--- config.mk ---
export PLATFORM = sky130hd
export DESIGN_NAME = fetch_ctrl
export DESIGN_NICKNAME = d
export VERILOG_FILES = /design/src/rtl/fetch_pkg.sv /design/src/rtl/pc_next_unit.sv /design/src/rtl/fetch_ctrl.sv
export SDC_FILE = /design/constraint.sdc
export NUM_CORES = 1
export LEC_CHECK = 0
export ABC_AREA = 1
export BUFFER_PORTS_ARGS = -buffer_cell sky130_fd_sc_hd__clkbuf_2
export CORE_UTILIZATION = 45
export CTS_CLUSTER_DIAMETER = 200
export DETAILED_ROUTE_END_ITERATION = 8
export GPL_TIMING_DRIVEN = 0
export PLACE_DENSITY_LB_ADDON = 0.08
export SLEW_MARGIN = 20
export SYNTH_ARGS = -nofsm -noshare
export SYNTH_HDL_FRONTEND = slang
export SYNTH_SLANG_ARGS = --single-unit
--- constraint.sdc ---
create_clock -name clk -period 1.7 [get_ports clk]
set_clock_uncertainty 0.05 [all_clocks]
set_input_delay 0.17 -clock clk [delete_from_list [all_inputs] [get_ports clk]]
set_output_delay 0.17 -clock clk [all_outputs]
set_load 0.01 [all_outputs]
--- src/rtl/fetch_pkg.sv ---
// Shared types and constants for the instruction fetch controller.
// Holds the FSM encoding, PC width and reset vector default.
package fetch_pkg;

  localparam int PC_W = 32;

  localparam logic [PC_W-1:0] RESET_PC_DEF = 32'h0000_0000;

  typedef enum logic [2:0] {
    ST_IDLE  = 3'd0,
    ST_REQ   = 3'd1,
    ST_WAIT  = 3'd2,
    ST_HOLD  = 3'd3,
    ST_FLUSH = 3'd4
  } fetch_state_e;

  function automatic logic [PC_W-1:0] align_pc(
    input logic [PC_W-1:0] pc
  );
    return {pc[PC_W-1:2], 2'b00};
  endfunction

  function automatic logic is_misaligned(
    input logic [PC_W-1:0] pc
  );
    return pc[1:0] != 2'b00;
  endfunction

endpackage

--- src/rtl/pc_next_unit.sv ---
// Program counter register with +4 adder and redirect mux.
// Redirect targets are word-aligned before being loaded.
module pc_next_unit
  import fetch_pkg::*;
#(
  parameter logic [PC_W-1:0] RESET_PC = RESET_PC_DEF
) (
  input  logic            clk,
  input  logic            reset,
  input  logic            redirect_i,
  input  logic [PC_W-1:0] redirect_pc_i,
  input  logic            advance_i,
  output logic [PC_W-1:0] pc_o,
  output logic [PC_W-1:0] pc_plus4_o,
  output logic            misalign_o
);

  logic [PC_W-1:0] pc_q;
  logic [PC_W-1:0] pc_d;
  logic [PC_W-1:0] sum;

  assign sum = pc_q + PC_W'(4);

  always_comb begin
    pc_d = pc_q;
    if (redirect_i) begin
      pc_d = align_pc(redirect_pc_i);
    end else if (advance_i) begin
      pc_d = sum;
    end
  end

  always_ff @(posedge clk) begin
    if (reset) begin
      pc_q <= RESET_PC;
    end else begin
      pc_q <= pc_d;
    end
  end

  assign pc_o       = pc_q;
  assign pc_plus4_o = sum;
  assign misalign_o = redirect_i
                   && is_misaligned(redirect_pc_i);

endmodule

--- src/rtl/fetch_ctrl.sv ---
// Fetch controller: single-outstanding imem request FSM,
// instruction hold buffer and consumed-instruction counter.
module fetch_ctrl
  import fetch_pkg::*;
#(
  parameter logic [PC_W-1:0] RESET_PC = RESET_PC_DEF
) (
  input  logic            clk,
  input  logic            reset,
  input  logic            stall,
  input  logic            redirect_valid,
  input  logic [PC_W-1:0] redirect_pc,
  input  logic            imem_req_ready,
  input  logic            imem_rsp_valid,
  input  logic [31:0]     imem_rsp_data,
  output logic            imem_req_valid,
  output logic [PC_W-1:0] imem_req_addr,
  output logic [PC_W-1:0] pc_out,
  output logic [PC_W-1:0] pc_plus4,
  output logic            instr_valid,
  output logic [31:0]     instr_out,
  output logic            misalign_err,
  output logic [31:0]     fetch_count
);

  fetch_state_e state_q;
  fetch_state_e state_d;

  logic [31:0] instr_q;
  logic [31:0] instr_d;
  logic [31:0] count_q;
  logic [31:0] count_d;
  logic        misalign_q;
  logic        misalign_d;

  logic redir_acc;
  logic consume;
  logic capture;
  logic misalign_now;

  // IDLE is the only state that ignores redirects
  assign redir_acc = redirect_valid
                  && (state_q != ST_IDLE);
  assign consume   = (state_q == ST_HOLD)
                  && !stall && !redirect_valid;
  assign capture   = (state_q == ST_WAIT)
                  && imem_rsp_valid && !redirect_valid;

  pc_next_unit #(
    .RESET_PC(RESET_PC)
  ) u_pc (
    .clk          (clk),
    .reset        (reset),
    .redirect_i   (redir_acc),
    .redirect_pc_i(redirect_pc),
    .advance_i    (consume),
    .pc_o         (pc_out),
    .pc_plus4_o   (pc_plus4),
    .misalign_o   (misalign_now)
  );

  always_ff @(posedge clk) begin
    if (reset) begin
      state_q <= ST_IDLE;
    end else begin
      state_q <= state_d;
    end
  end

  always_comb begin
    state_d = state_q;
    unique case (state_q)
      ST_IDLE: state_d = ST_REQ;
      ST_REQ: begin
        if (imem_req_ready) begin
          state_d = redirect_valid ? ST_FLUSH : ST_WAIT;
        end
      end
      ST_WAIT: begin
        if (imem_rsp_valid) begin
          state_d = redirect_valid ? ST_REQ : ST_HOLD;
        end else if (redirect_valid) begin
          state_d = ST_FLUSH;
        end
      end
      ST_HOLD: begin
        if (redirect_valid || !stall) begin
          state_d = ST_REQ;
        end
      end
      // the in-flight response is dropped here
      ST_FLUSH: begin
        if (imem_rsp_valid) begin
          state_d = ST_REQ;
        end
      end
      default: state_d = ST_IDLE;
    endcase
  end

  always_comb begin
    imem_req_valid = 1'b0;
    instr_valid    = 1'b0;
    unique case (state_q)
      ST_REQ:  imem_req_valid = 1'b1;
      ST_HOLD: instr_valid    = 1'b1;
      default: ;
    endcase
  end

  always_comb begin
    instr_d    = capture ? imem_rsp_data : instr_q;
    count_d    = consume ? count_q + 32'd1 : count_q;
    misalign_d = misalign_now;
  end

  always_ff @(posedge clk) begin
    if (reset) begin
      instr_q    <= '0;
      count_q    <= '0;
      misalign_q <= 1'b0;
    end else begin
      instr_q    <= instr_d;
      count_q    <= count_d;
      misalign_q <= misalign_d;
    end
  end

  assign imem_req_addr = pc_out;
  assign instr_out     = instr_q;
  assign fetch_count   = count_q;
  assign misalign_err  = misalign_q;

endmodule
## Word-level counts from Yosys, hierarchy flattened

Cells that the tools add are included.

| storage, ports and cells | value |
|---|---|
| register bits after elaboration | 100 |
| input port bits | 70 |

| operators by class | value |
|---|---|
| equal/unequal tests | 8 |
| $add $sub $neg | 2 |
| mux-type cells | 12 |
| reduce and logical (&&, ||, !) cells | 15 |

Operators with widths:

| cell | count |
|---|---|
| 2-to-1 mux 32 bit | 2 |
| adder 32 x 1 -> 32 bit, second input constant | 1 |
| adder 32 x 3 -> 32 bit, second input constant | 1 |
| 2-to-1 mux 3 bit | 6 |
| one-hot mux 3 bit (5 select lines) | 1 |
| equality test 3 x 2 -> 1 bit, second input constant | 2 |
| logical AND 1 bit | 6 |
| != test 2 bit, second input constant | 2 |
| AND reduction 4 bit | 1 |
| nonzero test 2 bit | 2 |
| equality test 3 x 1 -> 1 bit, second input constant | 1 |
| equality test 3 bit, second input constant | 1 |
| zero test 3 bit | 1 |
| != test 3 bit, second input constant | 1 |
| nonzero test 3 bit | 1 |
| zero test 1 bit | 2 |
| 2-to-1 mux 1 bit | 2 |
| 2-to-1 mux 2 bit | 1 |
| != test 2 x 1 -> 1 bit, second input constant | 1 |
| OR reduction 2 bit | 1 |
| logical OR 1 bit | 1 |

## Logic depth before layout (Yosys ltp)

| depth | value |
|---|---|
| depth after elaboration | 5 |
| gate-level depth with buffers | 10 |
| gate-level depth less buffers | 10 |

## Hierarchy

Synthesis repeated with hierarchy kept, for this count alone.

| second synthesis, totals | value |
|---|---|
| cells, all modules | 831 |
| area total of the unflattened synthesis | 5487.8 sq um |

By module, submodules not included:

| module | cells each | area an instance (sq um) | instances |
|---|---|---|---|
| fetch_ctrl | 507 | 3390.8 | 1 |
| pc_next_unit | 324 | 2097.0 | 1 |

## Least setup slack after synthesis

Ideal clock, no wire load.

| path | value |
|---|---|
| path type | register to register |
| start point | register u_pc.pc_q[3], in the netlist u_pc.pc_o[3] |
| end point | register u_pc.pc_q[16], in the netlist u_pc.pc_o[16] |
| buffers on the path | 0 |
| stages on the path, launching flop included | 9 |
| data arrival time | 1.582 ns |
| slack | -0.002 ns |
| required time | 1.580 ns |
| setup time | 0.070 ns |
| cell sequence | dfxtp_1 > ha_1 > inv_1 > nor2_2 > nand2_4 > nor2_4 > xor2_1 > nand2_1 > a21oi_1 |

| between the ends | value |
|---|---|
| longest elaborated chain between the ends | 3 |

Ends and longest elaborated chain:

| item | line | RTL |
|---|---|---|
| from (decl) | pc_next_unit.sv:18 | `logic [PC_W-1:0] pc_q;` |
| from (signal assigned) | pc_next_unit.sv:37 | `pc_q <= pc_d;` |
| adder 32 x 3 -> 32 bit | pc_next_unit.sv:22 | `assign sum = pc_q + PC_W'(4);` |
| net pc_plus4[16] | fetch_ctrl.sv:19 | `output logic [PC_W-1:0] pc_plus4,` |
| 2-to-1 mux 32 bit | pc_next_unit.sv:28 | `end else if (advance_i) begin` |
| 2-to-1 mux 32 bit | pc_next_unit.sv:26 | `if (redirect_i) begin` |

The timed path passes the listed nets, and every way through them passes these cells. The select of a mux whose other input is x is not followed.
A chain may end at the register's enable or synchronous reset.

## Final worst setup path

| path | value |
|---|---|
| start point | register u_pc.pc_q[2], in the netlist u_pc.pc_o[2] |
| end point | output port pc_plus4[18] |

| between the ends | value |
|---|---|
| longest elaborated chain between the ends | 1 |

Ends and longest elaborated chain:

| item | line |
|---|---|
| adder 32 x 3 -> 32 bit | pc_next_unit.sv:22 |
| to (decl) | fetch_ctrl.sv:19 |

Every way passes these cells.

==> flow_summary.toml <==
[cts]
cts_max_path_buffers = 2
cts.htree.levels = 3
hold_buffers = 0
clock-sinks = 98
cts_tree = "done"
clk_pin_slew_ps = 80
insertion_delay_ps = 350
root_buffer = "clkbuf_16"
cts_made_buffers = 9

[synth]
synth.distinct_cells = 36
synth_compound_area_frac = 0.105
synth_top_area_cell = "dfxtp_1"
ys.flop_type = "dfxtp_1"
yosys.area_share.simple = 0.373
synthMuxAreaShare = 0
synth_edf_count = 0
synth-adder-area-share = 0.00449
synth_area_per_cell_um2 = 6.55
synthTopCellsByArea = "dfxtp_1 (35%), nand2_1 (15%), nor2_1 (11%)"
yosysWarnings = 0
synth-xor-area-share = 0.0402
synth_top_area_frac = 0.352
ys_seq_elements = 98
async_reset_ff_frac = 0
syn_area_um2 = 5580
yosysMostFrequentCell = "nand2_1"
yosysSeqAreaShare = 0.352
synth_top_family_by_area = "simple AND/OR/NAND/NOR gates"
synthTopCellsByCount = "nand2_1 (222), nor2_1 (168), dfxtp_1 (98)"
synthCells = 852

[die]
initial_core_util = 0.462
die_area_um2 = 12800
die_h_um = 113
coreArea_um2 = 12100
ios = 233
die_w_um = 113
rows = 40

[global_routing]
grt_max_degree = 18
overflow = 0
grt_pass1_wl_mm = 27.2
grt_usage = 0.268
antenna_found_initial = 0
grt_pass1_vias = 5709

[worst_hold_path]
hp-class = "input port to flip-flop"

[timing]
fin_crit_sh = 1.16
fmax_mhz = 506
setup_ws_ps = -275
final_max_slew_viol_count = 0
slew_headroom = 0.592
setup_violations = 26
grt_setup_unrepaired = "true"
final.setup.tns_ps = -4090
hold_viol = 0
whs_ps = 7.10
post-route-min-period_ps = 1980
tightestPinTransition_ps = 612

[pwr]
power_uw = 6630
p_leak_uw = 0.00389
p_per_area_nw_per_um2 = 816
ir_worst_vdd_uv = 642

[worst_setup_path]
r2r-start = "u_pc.pc_o[4]$_SDFFE_PP0P_"
cp-endpoint = "pc_plus4[18]"
startpoint = "u_pc.pc_o[2]$_SDFFE_PP0P_"
worstPathMaxFanout = 5
critPathKind = "flip-flop to output port"
crit_required_ps = 1480
r2r_cells = 11
r2r-end = "u_pc.pc_o[13]$_SDFFE_PP0P_"
reg2reg_slack_ps = -80
worstSetupEndpointType = "output port"
critPathLaunchType = "flip-flop"
arrival_ps = 1760

[place]
dpl.hpwl_mm = 12.4
place.gp.congestion = 0.872
portBuffers = 226

[routing]
initialDrtViolationCount = 359
wl_per_cell_um = 13.2
wirelength_mm = 17.5
postRouteAntennaNets = 0
num_vias = 6344
vias_per_cell = 4.80
dr.pass1.iters = 5
drcViolationCount = 0

[final_layout]
finalNetCount = 1222
multi_input_area_um2 = 3270
drive_above_1_share = 0.416
utilization = 0.674
antenna_cells = 0
area_growth_pct = 45.7
register_area_um2 = 2070
fill_cells = 1080

[flow_run]
max-cap-violations = 0

[outcome]
violations = "negative setup slack"
status = "finished, violations left"
-- routing by layer --
layer  wire, um  global-route usage  share of wire  vias up
li1           -                   -              -     3226
met5          0                   0              0        -
met2       8640               0.470           0.49      234
met3       1140              0.0509          0.065       28
met1       7380               0.323           0.42     2856
met4        346               0.108          0.020        0
-- power breakdown --
group	internal, uW	leakage [uW]	total [uW]	switching [uW]
clock network	1160	0.000144	2130	967
logic	854	0.00293	1830	978
registers	2460	0.000815	2670	204
-- critical path, stage by stage, from the launching register on --
cell and delay (ps):
dfxtp_4 370, ha_4 160, inv_4 40, nor2_4 130, nand2_4 110, nor2_4 190, buf_6 120, xor2_2 120
buf_2 150
-- state kept, by name (all words and copies together) (netlist names) --
signal,flops
fetch_count,32
misalign_err,1
state_q,3
u_pc.pc_o,30
instr_out,32
-- kinds of logic after synthesis --
| logic type | after synthesis |
|---|---|
| AND/OR/NAND/NOR | 478 |
| buffers and inverters | 139 |
| AO/OA/AOI/OAI | 111 |
| flip-flops | 98 |
| XOR/XNOR | 23 |
| adder cells (fa/ha/maj) | 2 |
| other | 1 |
-- cells in the final DEF, fill, tap and decap left out, drive strengths merged --
cell,synthesis,routed
ha,2,2
a21oi,40,40
dfxtp,98,98
conb,1,6
nor3,2,2
and2,7,7
a211oi,1,1
a31oi,2,2
xnor2,5,5
o221ai,4,4
nor2,185,185
xor2,18,18
o21a,1,1
clkinvlp,0,1
clkinv,0,1
buf,47,120
clkbuf,14,233
bufinv,0,1
nand3,43,43
nor3b,2,2
inv,78,81
o21ai,63,63
nand4,8,8
nand2,231,231
-- final cells by class --
class | count | share of cell area
multi-input combinational | 620 | 0.403
sequential | 98 | 0.254
timing repair buffer | 283 | 0.195
buffer | 60 | 0.0490
inverter | 78 | 0.0363
clock buffer | 10 | 0.0282
tap | 168 | 0.0259
clock inverter | 6 | 0.00893
-- what timing repair did --
action	4_1_cts	5_1_grt
pin swaps	20	25
gates resized for setup	86	86
endpoints found under the setup margin	35	78
setup buffers	34	24
-- worst min path at each step --
stage,slack (ps),depth (start not counted),end,start
after floorplan,280,2,misalign_err$_SDFF_PP0_,redirect_valid
after global placement,370,3,instr_out[7]$_SDFFE_PP0P_,imem_rsp_data[7]
after detailed placement,380,3,instr_out[5]$_SDFFE_PP0P_,imem_rsp_data[5]
after CTS,9,3,u_pc.pc_o[9]$_SDFFE_PP0P_,redirect_pc[9]
after global routing,20,3,instr_out[27]$_SDFFE_PP0P_,imem_rsp_data[27]
final,7,3,instr_out[25]$_SDFFE_PP0P_,imem_rsp_data[25]
-- through the flow --
| step | instances | worst slack, ps | cell area (um^2) |
|---|---|---|---|
| floorplan | 857 | 20.3 | 5610 |
| global placement | 1251 | -175 | 6950 |
| detailed placement | 1251 | -175 | 6950 |
| CTS | 1301 | -221 | 7740 |
| global route | 1323 | -345 | 8130 |
| finish | 1323 | -275 | 8130 |
(Power assumes the default switching activity.)
